==> config.mk <==
export PLATFORM = sky130hd
export DESIGN_NAME = xbus_scheduler
export DESIGN_NICKNAME = d
export VERILOG_FILES = /design/src/rtl/xbus_scheduler.sv
export SDC_FILE = /design/constraint.sdc
export NUM_CORES = 1
export LEC_CHECK = 0
export BUFFER_PORTS_ARGS = -buffer_cell sky130_fd_sc_hd__buf_2
export CORE_UTILIZATION = 50
export CTS_CLUSTER_DIAMETER = 40
export CTS_CLUSTER_SIZE = 16
export DETAILED_ROUTE_END_ITERATION = 8
export PLACE_DENSITY = 0.76
export SLEW_MARGIN = 20
export SYNTH_ARGS = -nofsm -noshare
export SYNTH_HDL_FRONTEND = slang
export SYNTH_SLANG_ARGS = --single-unit
==> constraint.sdc <==
create_clock -name clk -period 7.8 [get_ports clk]
set_input_delay 0.78 -clock clk [delete_from_list [all_inputs] [get_ports clk]]
set_output_delay 0.78 -clock clk [all_outputs]
set_load 0.05 [all_outputs]
==> src/rtl/xbus_scheduler.sv <==
// -----------------------------------------------------------------------------
// xbus_scheduler
//   Row-bus sequencer for one PE row. Per job it pulses a kernel/tag flush,
//   loads cfg_kernel_size filter words into every column, then streams
//   cfg_num_ifmap ifmap words into every column. Words arrive from the global
//   buffer on valid/ready streams and leave on the row bus, registered, tagged
//   with the target column (bus_x_id).
//
// Ports
//   clk, rstn              clock, asynchronous active-low reset
//   cfg_start              single-cycle job start (honoured only when idle)
//   cfg_kernel_size        filter words per column (K)
//   cfg_num_ifmap          ifmap words per column (N)
//   gb_fltr_*              filter stream from the global buffer
//   gb_ifmap_*             ifmap stream from the global buffer
//   pe_ready               per-column accept capability
//   bus_*                  registered row-bus outputs, latched K
//   flush_kernel/flush_tag one-cycle flush pulse at job start
//   busy, done             job in progress / one-cycle completion pulse
//
// Optional build macro XBUS_SCHED_STALL_CNT_EN adds a 32-bit saturating
// stall_cnt output: cycles in which the active stream is valid but the
// addressed column cannot accept.
// -----------------------------------------------------------------------------
module xbus_scheduler #(
    parameter  int DATA_WIDTH = 16,
    parameter  int NUM_COL    = 4,
    parameter  int CNT_W      = 16,
    localparam int ID_W       = (NUM_COL > 1) ? $clog2(NUM_COL) : 1
) (
    input  logic                  clk,
    input  logic                  rstn,
    input  logic                  cfg_start,
    input  logic [7:0]            cfg_kernel_size,
    input  logic [CNT_W-1:0]      cfg_num_ifmap,
    input  logic                  gb_fltr_valid,
    input  logic [DATA_WIDTH-1:0] gb_fltr_data,
    output logic                  gb_fltr_ready,
    input  logic                  gb_ifmap_valid,
    input  logic [DATA_WIDTH-1:0] gb_ifmap_data,
    output logic                  gb_ifmap_ready,
    input  logic [NUM_COL-1:0]    pe_ready,
    output logic [ID_W-1:0]       bus_x_id,
    output logic [DATA_WIDTH-1:0] bus_fltr_data,
    output logic                  bus_fltr_en,
    output logic [DATA_WIDTH-1:0] bus_ifmap_data,
    output logic                  bus_ifmap_en,
    output logic [7:0]            bus_kernel_size,
    output logic                  flush_kernel,
    output logic                  flush_tag,
    output logic                  busy,
`ifdef XBUS_SCHED_STALL_CNT_EN
    output logic [31:0]           stall_cnt,
`endif
    output logic                  done
);

    typedef enum logic [2:0] {S_IDLE, S_FLUSH, S_FLTR, S_IFMAP, S_DONE} state_e;

    localparam logic [ID_W-1:0] LAST_COL = ID_W'(NUM_COL - 1);

    state_e                 state_q, state_d;
    logic [7:0]             k_q, k_d;
    logic [CNT_W-1:0]       n_q, n_d;
    logic [ID_W-1:0]        col_q, col_d;
    logic [CNT_W-1:0]       wcnt_q, wcnt_d;
    logic [ID_W-1:0]        bus_x_id_q, bus_x_id_d;
    logic [DATA_WIDTH-1:0]  fltr_data_q, fltr_data_d;
    logic [DATA_WIDTH-1:0]  ifmap_data_q, ifmap_data_d;
    logic                   fltr_en_q, fltr_en_d;
    logic                   ifmap_en_q, ifmap_en_d;

    logic                   col_last;
    logic [ID_W-1:0]        col_next;
    logic [CNT_W-1:0]       k_last;
    logic [CNT_W-1:0]       n_last;
    logic                   pe_rdy_cur;

    // Explicit compare keeps the column walk correct for non-power-of-two rows.
    assign col_last   = (col_q == LAST_COL);
    assign col_next   = col_last ? '0 : col_q + ID_W'(1);
    assign k_last     = CNT_W'(k_q) - CNT_W'(1);
    assign n_last     = n_q - CNT_W'(1);
    assign pe_rdy_cur = pe_ready[col_q];

    // NOTE: every signal gets a default before the case so no path leaves it
    // unassigned; a missing default here would infer a latch.
    always_comb begin
        state_d        = state_q;
        k_d            = k_q;
        n_d            = n_q;
        col_d          = col_q;
        wcnt_d         = wcnt_q;
        bus_x_id_d     = bus_x_id_q;
        fltr_data_d    = fltr_data_q;
        ifmap_data_d   = ifmap_data_q;
        fltr_en_d      = 1'b0;
        ifmap_en_d     = 1'b0;
        gb_fltr_ready  = 1'b0;
        gb_ifmap_ready = 1'b0;
        flush_kernel   = 1'b0;
        flush_tag      = 1'b0;
        done           = 1'b0;
        busy           = 1'b1;

        case (state_q)
            S_IDLE: begin
                busy = 1'b0;
                if (cfg_start) begin
                    k_d     = cfg_kernel_size;
                    n_d     = cfg_num_ifmap;
                    col_d   = '0;
                    wcnt_d  = '0;
                    state_d = S_FLUSH;
                end
            end
            S_FLUSH: begin
                flush_kernel = 1'b1;
                flush_tag    = 1'b1;
                if (k_q != 8'd0)      state_d = S_FLTR;
                else if (n_q != '0)   state_d = S_IFMAP;
                else                  state_d = S_DONE;
            end
            S_FLTR: begin
                gb_fltr_ready = pe_rdy_cur;
                if (gb_fltr_valid && pe_rdy_cur) begin
                    fltr_data_d = gb_fltr_data;
                    bus_x_id_d  = col_q;
                    fltr_en_d   = 1'b1;
                    if (wcnt_q == k_last) begin
                        wcnt_d = '0;
                        col_d  = col_next;
                        if (col_last) state_d = (n_q != '0) ? S_IFMAP : S_DONE;
                    end else begin
                        wcnt_d = wcnt_q + CNT_W'(1);
                    end
                end
            end
            S_IFMAP: begin
                gb_ifmap_ready = pe_rdy_cur;
                if (gb_ifmap_valid && pe_rdy_cur) begin
                    ifmap_data_d = gb_ifmap_data;
                    bus_x_id_d   = col_q;
                    ifmap_en_d   = 1'b1;
                    if (wcnt_q == n_last) begin
                        wcnt_d = '0;
                        col_d  = col_next;
                        if (col_last) state_d = S_DONE;
                    end else begin
                        wcnt_d = wcnt_q + CNT_W'(1);
                    end
                end
            end
            S_DONE: begin
                done    = 1'b1;
                state_d = S_IDLE;
            end
            default: state_d = S_IDLE;
        endcase
    end

    // NOTE: state uses non-blocking assignments so every flop samples the
    // pre-edge value of its peers. Bus data registers are reset too, because
    // a mid-job reset must drive every output to zero.
    always_ff @(posedge clk or negedge rstn) begin
        if (!rstn) begin
            state_q      <= S_IDLE;
            k_q          <= '0;
            n_q          <= '0;
            col_q        <= '0;
            wcnt_q       <= '0;
            bus_x_id_q   <= '0;
            fltr_data_q  <= '0;
            ifmap_data_q <= '0;
            fltr_en_q    <= 1'b0;
            ifmap_en_q   <= 1'b0;
        end else begin
            state_q      <= state_d;
            k_q          <= k_d;
            n_q          <= n_d;
            col_q        <= col_d;
            wcnt_q       <= wcnt_d;
            bus_x_id_q   <= bus_x_id_d;
            fltr_data_q  <= fltr_data_d;
            ifmap_data_q <= ifmap_data_d;
            fltr_en_q    <= fltr_en_d;
            ifmap_en_q   <= ifmap_en_d;
        end
    end

    assign bus_x_id        = bus_x_id_q;
    assign bus_fltr_data   = fltr_data_q;
    assign bus_fltr_en     = fltr_en_q;
    assign bus_ifmap_data  = ifmap_data_q;
    assign bus_ifmap_en    = ifmap_en_q;
    assign bus_kernel_size = k_q;

`ifdef XBUS_SCHED_STALL_CNT_EN
    logic [31:0] stall_cnt_q, stall_cnt_d;
    logic        stall_now;

    // A stall is a valid word on the stream of the current phase that the
    // addressed column refuses.
    assign stall_now = !pe_rdy_cur &&
                       (((state_q == S_FLTR)  && gb_fltr_valid) ||
                        ((state_q == S_IFMAP) && gb_ifmap_valid));

    always_comb begin
        stall_cnt_d = stall_cnt_q;
        if ((state_q == S_IDLE) && cfg_start)       stall_cnt_d = '0;
        else if (stall_now && (stall_cnt_q != '1))  stall_cnt_d = stall_cnt_q + 32'd1;
    end

    always_ff @(posedge clk or negedge rstn) begin
        if (!rstn) stall_cnt_q <= '0;
        else       stall_cnt_q <= stall_cnt_d;
    end

    assign stall_cnt = stall_cnt_q;
`endif

endmodule

After elaboration in Yosys (flattened, before gate mapping)
Cells that the tools add are included.
{ "totals": {"regBits": 81, "latchBits": 0, "ramBits": 0, "romBits": 0, "inputBits": 65, "out_inout_bits": 50, "wordCells": 80, "memories": 0} }
{ "op_classes": {"addsub": 4, "multipliers": 0, "div": 0, "magnitude_cmp": 1, "n_eq_ne": 14, "shifts": 0, "mux": 37, "bitwise": 0, "reduce_logical": 14} }
{ "ops": {"columns": ["operator", "n"], "rows": [
  ["$mux W16", 5],
  ["$pmux W16 S3", 1],
  ["$eq A16 B16 Y1", 2],
  ["$mux W3", 9],
  ["$add A16 B1 Y16 const B", 1],
  ["$mux W2", 8],
  ["$reduce_bool A16 Y1", 1],
  ["$sub A16 B1 Y16 const B", 1],
  ["$ne A2 B2 Y1 const B", 7],
  ["$pmux W3 S4", 1],
  ["$mux W1", 10],
  ["$sub A8 B1 Y9 const B", 1],
  ["$reduce_bool A8 Y1", 1],
  ["$reduce_and A7 Y1", 1],
  ["$eq A3 B2 Y1 const B", 2],
  ["$pmux W2 S3", 1],
  ["$reduce_and A2 Y1", 3],
  ["$reduce_and A6 Y1", 1],
  ["$pmux W2 S2", 1],
  ["$reduce_and A4 Y1", 1],
  ["$eq A3 B1 Y1 const B", 1],
  ["$eq A3 B3 Y1 const B", 1],
  ["$logic_not A3 Y1", 1],
  ["$lt A2 B3 Y1 const B", 1],
  ["other kinds (7)", 8]
]} }

Longest topological paths before layout
{ "logic_depth": {"ltp_word": 6, "depth_mapped": 10, "mapped_depth_nobuf": 9} }

Worst setup path after synthesis
No wires, ideal clock.
{ "synth_path": {"kind": "reg2out", "start": "register state_q[0]", "end": "output flush_tag", "arrival_ps": 2234, "setup_slack_ps": 4786, "path_stages_with_launch": 4, "cell_sequence": "dfrtp_1 -> clkbuf_1 -> nor3b_1 -> buf_4"} }
{ "synth_via": {"elab_chain_cells": 2} }
{ "synth_rtl": {"columns": ["item", "line", "text"], "rows": [
  ["start, declared", "62", "state_e state_q, state_d;"],
  ["start signal, assigned", "178", "state_q <= state_d;"],
  ["$eq A3 B1 Y1", null, null],
  ["$mux W1", null, null],
  ["end, declared", "50", "output logic flush_tag,"]
]} }
Every way passes these cells.

Final worst setup path
{ "layout_path": {"start": "register n_q[0]", "end": "register state_q[1]"} }
{ "layout_via": {"elab_chain_cells": 6, "elab_cells_between_ends": 11, "classes_between": "1 x add/sub; 2 x eq/ne; 6 x mux; 2 x reduce/logical"} }
{ "layout_rtl": {"columns": ["item", "line", "text"], "rows": [
  ["start, declared", "64", "logic [CNT_W-1:0] n_q, n_d;"],
  ["start signal, assigned", "180", "n_q <= n_d;"],
  ["branches (longest 6 deep; another with $sub A16 B1 Y16)", null, null]
]} }
Parallel ways; which one is timed is not known. The select of a mux whose other input is x is not followed.
A chain may end at the register's enable or synchronous reset.

==> impl_metrics.env <==
export IMPL_power_leakage_nw=2.600
export IMPL_async_flop_share_pct=100.0
export IMPL_syn_nets=543
export IMPL_crit_start="n_q[0]"
export IMPL_dieWidth_um=95.40
export IMPL_fp_row_count=33
export IMPL_drtIter0Drc=236
export IMPL_hold_violations=0
export IMPL_rsz0062_at_grt="no"
export IMPL_cp_arrival_ns=3.93
export IMPL_drc_errors=0
export IMPL_synth_main_ff_cell="dfrtp_1"
export IMPL_drt_vias_per_instance=5.603
export IMPL_tritoncts="done"
export IMPL_post_cts_buffers=0
export IMPL_hpwlAfterDp_um=7442
export IMPL_hold_path_class="input port to asynchronous set/reset pin"
export IMPL_grt_pass1_vias=3545
export IMPL_drive_gt1_share_pct=28.62
export IMPL_clock_skew_ns=0.01148
export IMPL_startpoint_type="flop"
export IMPL_htreeDepth=3
export IMPL_worst_r2r_startpoint="n_q[0]"
export IMPL_grt_pass1_wl_um=16110
export IMPL_start_util_pct=52.30
export IMPL_io_buffers=114
export IMPL_clkLatencyLatePin_ns=0.36
export IMPL_numCtsBuffers=9
export IMPL_grt_overflow_total=0
export IMPL_fin_setup_tns_ns=0
export IMPL_end_kind="flop"
export IMPL_cp_num_buf_inv=1
export IMPL_p_per_area_nw_per_um2=190.5
export IMPL_die_area_um2=9101
export IMPL_top_level_ports=115
export IMPL_ys_types=58
export IMPL_syn_avg_cell_area_um2=9.221
export IMPL_slew_headroom_pct=27.34
export IMPL_design_core_area_um2=8341
export IMPL_setup_viol=0
export IMPL_synth_edf_count=0
export IMPL_clock_path_buffers=2
export IMPL_cts_root_buf="clkbuf_8"
export IMPL_setup_ws_ns=4.116
export IMPL_cap_violations=0
export IMPL_seq_area_frac_synth_pct=46.47
export IMPL_r2r_end="state_q[1]"
export IMPL_crit_family="simple AND/OR/NAND/NOR gates"
export IMPL_crit_required_ns=8.05
export IMPL_drtAntennaViolNets=0
export IMPL_cts_sinks=81
export IMPL_drv_slew=0
export IMPL_die_h_um=95.40
export IMPL_clk_pin_slew_ns=0.09
export IMPL_syn2layout_area_growth_pct=18.56
export IMPL_crit_path_max_fanout=16
export IMPL_place_ws_ns=4.220
export IMPL_reg2reg_slack_ns=4.12
export IMPL_ys_warnings_count=0
export IMPL_reg2reg_depth=9
export IMPL_whs_ns=0.4524
export IMPL_gp_congestion=0.9275
export IMPL_peakVddDrop_v=0.0001158
export IMPL_antenna_found_initial=0
export IMPL_cts_resized=0
export IMPL_p_total_mw=0.9852
export IMPL_max_clock_freq_mhz=271.4
export IMPL_num_antenna_cells=0
export IMPL_endpoint="state_q[1]"
export IMPL_crit_path_cell_trace="inv_1, ha_1, nor3b_1, nand3_1, xnor2_1, a2111o_1, nor4_4, nor2_2, or3_1"
export IMPL_postCtsHoldBufs=0
export IMPL_wl_per_cell_um=15.05
export IMPL_first_pass_iters=5
export IMPL_routed_wirelength_um=10310
export IMPL_run_status="completed"
export IMPL_crit_slowest_cell="nor4_4"
export IMPL_synth_area_um2=4362
export IMPL_tightest_slew_ns=1.088
export IMPL_syn_instance_count=473
export IMPL_period_share_pct=47.23
export IMPL_grt_max_degree=82
export IMPL_crit_cells=9
export IMPL_grtUsageTotal_pct=22.91
export IMPL_worstSetupPathType="flop to flop"
export IMPL_vias=3838
export IMPL_slowest_delay_ns=0.83
export IMPL_layout_min_cycle_time_ns=3.684
export IMPL_final_nets=645
export IMPL_ys_ff_latch=81
-- report_power, final --
part	switching (mW)	leakage [nW]	internal (mW)
clock network	0.168	0.0895	0.128
registers	0.0447	1.02	0.447
logic	0.122	1.49	0.0760
total	0.334	2.60	0.651
-- worst min path at each step --
| stage | from | end | slack [ns] | cells after the start |
|---|---|---|---|---|
| final | rstn | n_q[2] | 0.45 | 1 |
| after CTS | bus_ifmap_data[15] | bus_ifmap_data[15] | 0.48 | 2 |
| after global placement | bus_ifmap_data[13] | bus_ifmap_data[13] | 0.45 | 2 |
| after floorplan | rstn | bus_fltr_data[0] | 0.48 | 0 |
| after detailed placement | bus_ifmap_data[15] | bus_ifmap_data[15] | 0.46 | 2 |
| after global routing | bus_fltr_data[9] | bus_fltr_data[9] | 0.50 | 2 |
-- stage by stage --
step / std cells / util, % / cell area [µm²]
finish: 685 / 62.00 / 5171
global route: 685 / 62.00 / 5171
CTS: 685 / 61.96 / 5167
detailed placement: 669 / 59.71 / 4980
global placement: 669 / 59.71 / 4980
floorplan: 473 / - / 4362
-- cells in the mapped netlist (3+ instances only) --
cell,count,share of area (%)
xnor2_1,15,3.0
nor2_1,19,1.6
ha_1,5,1.4
nor2b_1,5,0.72
xor2_1,14,2.8
or4_1,7,1.2
inv_1,9,0.77
o21ai_0,13,1.5
and3_1,3,0.43
nand2_1,130,11
a211oi_1,5,0.86
a21oi_1,8,0.92
o31ai_1,8,1.4
a22o_1,8,1.6
nor3b_1,5,0.86
nor4_1,8,1.1
mux2_2,24,6.2
nor3_1,15,1.7
or3_1,4,0.57
nand3_1,13,1.5
clkbuf_1,19,1.6
dfrtp_1,81,46
nand2b_1,5,0.72
-- state kept, by name, summed over array words and instances (netlist names) --
signal / count
bus_ifmap_data: 16
wcnt_q: 16
state_q: 3
n_q: 16
bus_fltr_data: 16
bus_kernel_size: 8
bus_x_id: 2
col_q: 2
bus_fltr_en: 1
bus_ifmap_en: 1
-- cell type report --
type	count	area, µm²
Multi-Input combinational cell	356	2192
Clock inverter	6	50.05
Tap cell	105	131.4
Inverter	11	41.29
Fill cell	719	3169
Timing Repair Buffer	116	591.8
Sequential cell	81	2027
Clock buffer	10	137.6
-- placed cells by master (no fill, tap or decap), types with 9 or more instances in the layout --
cell type  count
nand2_1      130
buf_2        113
inv_1          9
clkbuf_8      10
nor3_1        15
nand3_1       13
o21ai_0       13
nor2_1        18
xnor2_1       15
mux2_2        24
xor2_1        14
dfrtp_1       81
-- kinds of logic after synthesis --
kind of cell,Yosys count,share of synthesized area [%]
adder cells (fa/ha/maj),5,1.434
XOR/XNOR,29,5.823
AND/OR/NAND/NOR,230,24.84
flip-flops,81,46.47
multiplexers,26,6.942
buffers and inverters,36,3.327
AO/OA/AOI/OAI,66,11.16
-- layer usage --
layer | share of wire, % | track usage, % | vias up
met5 | 0 | 0 | -
met1 | 43 | 30.04 | 1852
met4 | 1.8 | 8.582 | 0
li1 | - | - | 1853
met2 | 50 | 38.10 | 115
met3 | 4.6 | 3.748 | 18
-- worst reg2reg max path: stages (launching register included) --
cell	delay, ns
dfrtp_1	0.43
inv_1	0.13
ha_1	0.24
nor3b_1	0.65
nand3_1	0.18
xnor2_1	0.18
a2111o_1	0.32
nor4_4	0.83
nor2_2	0.20
or3_1	0.42
No activity file was read; power rests on OpenSTA's default activity.
